$ cat src/rtl/fetch_queue.sv
// Instruction buffer between FETCH and decode: in-order circular queue of
// {pc, command} pairs with valid/ready on both sides and a single-cycle flush.
module fetch_queue #(
    parameter int unsigned XPR_LEN = 32,
    parameter int unsigned DEPTH   = 4,
    localparam int unsigned PTR_W  = $clog2(DEPTH)
) (
    input  logic               clk,
    input  logic               rst,
    input  logic               flush,
    input  logic               in_valid,
    output logic               in_ready,
    input  logic [XPR_LEN-1:0] in_pc,
    input  logic [XPR_LEN-1:0] in_command,
    output logic               out_valid,
    input  logic               out_ready,
    output logic [XPR_LEN-1:0] out_pc,
    output logic [XPR_LEN-1:0] out_command,
    output logic [PTR_W:0]     count
);

    localparam logic [PTR_W:0] FULL_CNT = (PTR_W+1)'(DEPTH);

    logic [XPR_LEN-1:0] pc_mem  [DEPTH];
    logic [XPR_LEN-1:0] cmd_mem [DEPTH];

    logic [PTR_W-1:0] wr_ptr_q, wr_ptr_d;
    logic [PTR_W-1:0] rd_ptr_q, rd_ptr_d;
    logic [PTR_W:0]   count_q,  count_d;

    logic push, pop;

    // Handshakes: no pass-through when full, no bypass when empty.
    assign in_ready  = !rst && !flush && (count_q != FULL_CNT);
    assign out_valid = (count_q != '0) && !flush;
    assign push      = in_valid && in_ready;
    assign pop       = out_valid && out_ready;

    assign out_pc      = out_valid ? pc_mem[rd_ptr_q]  : '0;
    assign out_command = out_valid ? cmd_mem[rd_ptr_q] : '0;
    assign count       = count_q;

    always_comb begin
        wr_ptr_d = wr_ptr_q;
        rd_ptr_d = rd_ptr_q;
        count_d  = count_q;
        if (push) begin
            wr_ptr_d = wr_ptr_q + PTR_W'(1);
        end
        if (pop) begin
            rd_ptr_d = rd_ptr_q + PTR_W'(1);
        end
        case ({push, pop})
            2'b10:   count_d = count_q + (PTR_W+1)'(1);
            2'b01:   count_d = count_q - (PTR_W+1)'(1);
            default: count_d = count_q;
        endcase
    end

    // Pointer/occupancy state; reset outranks flush, both empty the queue.
    always_ff @(posedge clk) begin
        if (rst || flush) begin
            wr_ptr_q <= '0;
            rd_ptr_q <= '0;
            count_q  <= '0;
        end else begin
            wr_ptr_q <= wr_ptr_d;
            rd_ptr_q <= rd_ptr_d;
            count_q  <= count_d;
        end
    end

    // Storage is never cleared; push is already suppressed under rst/flush.
    always_ff @(posedge clk) begin
        if (push) begin
            pc_mem[wr_ptr_q]  <= in_pc;
            cmd_mem[wr_ptr_q] <= in_command;
        end
    end

endmodule

$ cat config.mk
export PLATFORM = sky130hd
export DESIGN_NAME = fetch_queue
export DESIGN_NICKNAME = d
export VERILOG_FILES = /design/src/rtl/fetch_queue.sv
export SDC_FILE = /design/constraint.sdc
export NUM_CORES = 1
export LEC_CHECK = 0
export ABC_AREA = 1
export BUFFER_PORTS_ARGS = -buffer_cell sky130_fd_sc_hd__buf_2
export CORE_MARGIN = 4
export CORE_UTILIZATION = 45
export DETAILED_ROUTE_END_ITERATION = 16
export GPL_TIMING_DRIVEN = 0
export SLEW_MARGIN = 20
export SYNTH_ARGS = -nofsm -noshare
export SYNTH_HDL_FRONTEND = slang
export SYNTH_SLANG_ARGS = --single-unit
$ cat constraint.sdc
create_clock -name clk -period 6.18 [get_ports clk]
set_clock_uncertainty 0.1 [all_clocks]
set_input_delay 0.309 -clock clk [delete_from_list [all_inputs] [get_ports clk]]
set_output_delay 0.309 -clock clk [all_outputs]
set_load 0.03 [all_outputs]
==> reports/qor.yml <==
setup_path:
  cp_cell_sequence: "inv_2 -> buf_4 -> clkbuf_1 -> o21ai_0 -> a21oi_1 -> buf_2"
  crit_arrival_ns: 2.21
  cp-start-kind: "flop"
  path_depth: 6
  slowest_stage: "clkbuf_1"
  ff2ff_setup_slack_ns: 3.86
  crit_family: "buffers and inverters"
  path_class: "flop to primary output"
  cpPeakStageDelay_ns: 0.40
  required_ns: 5.77
  end_kind: "primary output"
  r2r_cells: 7
  cp_num_buf_inv: 4
  path_max_fanout: 10
logic_synthesis:
  synthCells: 827
  synth_fp_nets: 902
  ys_seq_area_frac: 0.754
  yosysMostFrequentCell: "nor2_1"
  synth_top_cell_area_share: 0.736
  yosysWarningCount: 0
  synth_area_leaders: "edfxtp_1 (74%), nor2_1 (9.6%), o21ai_0 (5.8%), a21oi_1 (3.2%), dfxtp_1 (1.7%)"
  async_reset_ff_frac: 0
  synthTopCellsByCount: "nor2_1 (268), edfxtp_1 (256), o21ai_0 (120)"
  synthesis.area_um2: 10400
  ys_types: 20
  synth_largest_area_cell: "edfxtp_1"
  synth_top_flop_cell: "edfxtp_1"
  synth_edf_count: 256
  synth-seq-cells: 265
  syn_avg_cell_area_um2: 12.6
sta:
  worst_slack_ns: 3.56
  worst_slew_pin_slew_ns: 0.572
  fmaxAchievable_mhz: 382
  fin_tns_setup_ns: 0
  report.final.hold_viol_count: 0
  final.min_clock_period_ns: 2.62
  setup_viol: 0
  slew_headroom: 0.619
  finalHoldWorstSlack_ns: 0.0317
  rsz0062_at_grt: "false"
  fin_crit_sh: 0.423
  slew_violations: 0
routing:
  wl_met3_um: 1210
  drt_iter0_drc: 503
  wl_met2_um: 11600
  first_pass_iters: 5
  route.vias.total: 6933
  wl_met1_um: 10800
  wl_per_cell_um: 17.5
  top_layer: "met4"
  ant_nets: 0
  drc: 0
  via_per_inst: 5.01
  wirelength_um: 24200
final_layout:
  final_cells: 1384
  drive_above_1_share: 0.211
  postLayoutCellArea_um2: 13400
  fill_cells: 1858
  fin_nets: 1150
  area_growth_pct: 28.8
  fin_util: 0.592
global_routing:
  grt_pass1_wl_um: 37800
  grt_max_degree: 23
  grt_pass1_vias: 6863
  antenna_found_initial: 2
  grt_overflow: 0
  gr-usage-all-layers: 0.187
die:
  start_util: 0.460
  core-area_um2: 22700
  die_w_um: 160
  io_pins: 138
  die_area_um2: 25700
  num_rows: 55
  fp.dieH_um: 160
power_and_ir_drop:
  internal_power_mw: 3.12
  power_density_nw_per_um2: 289
  ir_drop_v: 0.000242
  pwr-share-clk: 0.446
  power_switching_mw: 0.760
  p_leak_nw: 5.06
  finalPower_mw: 3.88
  swShare: 0.196
  comb_power_share: 0.042
  sequentialPowerShare: 0.512
cts:
  cts_buffers: 28
  cts.sinks: 265
  cts-root-buf: "clkbuf_16"
  cts_tree: "done"
  clk_pin_slew_ns: 0.06
  clockBufferDepth: 3
  clk_latency_ns: 0.53
  postCtsResizedCells: 0
  htreeDepth: 1
placement:
  place_area_um2: 11800
  placed_cells: 1261
  dpl.hpwl_um: 14600
  preCtsSetupSlack_ns: 3.59
  gp_congestion: 0.725
  portBuffers: 137
worst_hold_path:
  holdCritPathClass: "input pin to flop"
  hold_depth: 4
outcome:
  outcome: "completed"
flow_run:
  max-cap-violations: 0
-- power groups by stage --
stage | clock network, mW | registers [mW] | logic [mW]
after floorplan | 0 | 2.03 | 0.0593
after global placement | 0 | 2.03 | 0.121
after detailed placement | 0 | 2.03 | 0.130
after CTS | 1.76 | 1.99 | 0.165
after global routing | 1.84 | 1.99 | 0.180
final | 1.73 | 1.99 | 0.164
-- per-layer routing --
metal,GRT usage,vias up
met1,0.250,3306
met4,0.0516,0
met5,0,-
met3,0.0310,38
li1,-,3415
met2,0.319,174
-- path summary, 6_finish.rpt --
path                                               start                        to
worst max-delay path                                flop           out_command[25]
worst min-delay path                           out_ready  rd_ptr_q[0]$_SDFFE_PP0P_
worst max register to register     count[1]$_SDFFE_PP0P_   cmd_mem[2][0]$_DFFE_PP_
worst min register to register  rd_ptr_q[1]$_SDFFE_PP0P_  rd_ptr_q[1]$_SDFFE_PP0P_
-- cell type report --
type,count,area [µm²],share of cell area
well taps,285,357,0.0265
repair buffers,218,1650,0.122
inverters,20,75.1,0.00558
clock buffers,37,796,0.0592
multi-input cells,494,2210,0.164
flip-flops and latches,265,7870,0.585
clock inverters,15,174,0.0129
diodes,2,5.00,0.000372
plain buffers,48,318,0.0236
-- cells in the final DEF (no fill, tap or decap), types with 5 or more instances in the layout --
cell	count
clkbuf_1	16
dfxtp_1	9
buf_1	6
buf_6	12
dlygate4sd3_1	69
buf_4	10
nand2_1	14
clkinv_2	7
buf_12	8
ha_1	5
edfxtp_1	256
o21ai_1	10
nand3_1	5
o21ai_0	120
a21oi_1	67
buf_2	145
clkbuf_16	29
nor2_1	264
inv_1	18
-- worst reg2reg max path, stage by stage (launching register included) --
cell	delay, ns
dfxtp_1	0.36
nor2_1	0.09
nand2_1	0.08
nand3_1	0.38
nor2_4	0.35
buf_12	0.23
buf_16	0.21
buf_12	0.21
-- registers in the layout, indices dropped and copies added (netlist names), named ones only --
register / cells
count: 3
rd_ptr_q: 2
pc_mem: 128
cmd_mem: 128
wr_ptr_q: 2
-- cell families after synthesis --
logic type,Yosys count,synth area share
AND/OR/NAND/NOR,290,0.106
buffers and inverters,68,0.0376
XOR/XNOR,1,0.000839
AO/OA/AOI/OAI,197,0.0944
adder cells (fa/ha/maj),6,0.00791
flip-flops,265,0.754
-- repair_timing --
item / CTS / global route
hold buffers: 69 / 0
setup buffers: 0 / 0
endpoints found under the hold margin: 263 / 0
No activity file was read; power rests on OpenSTA's default activity.
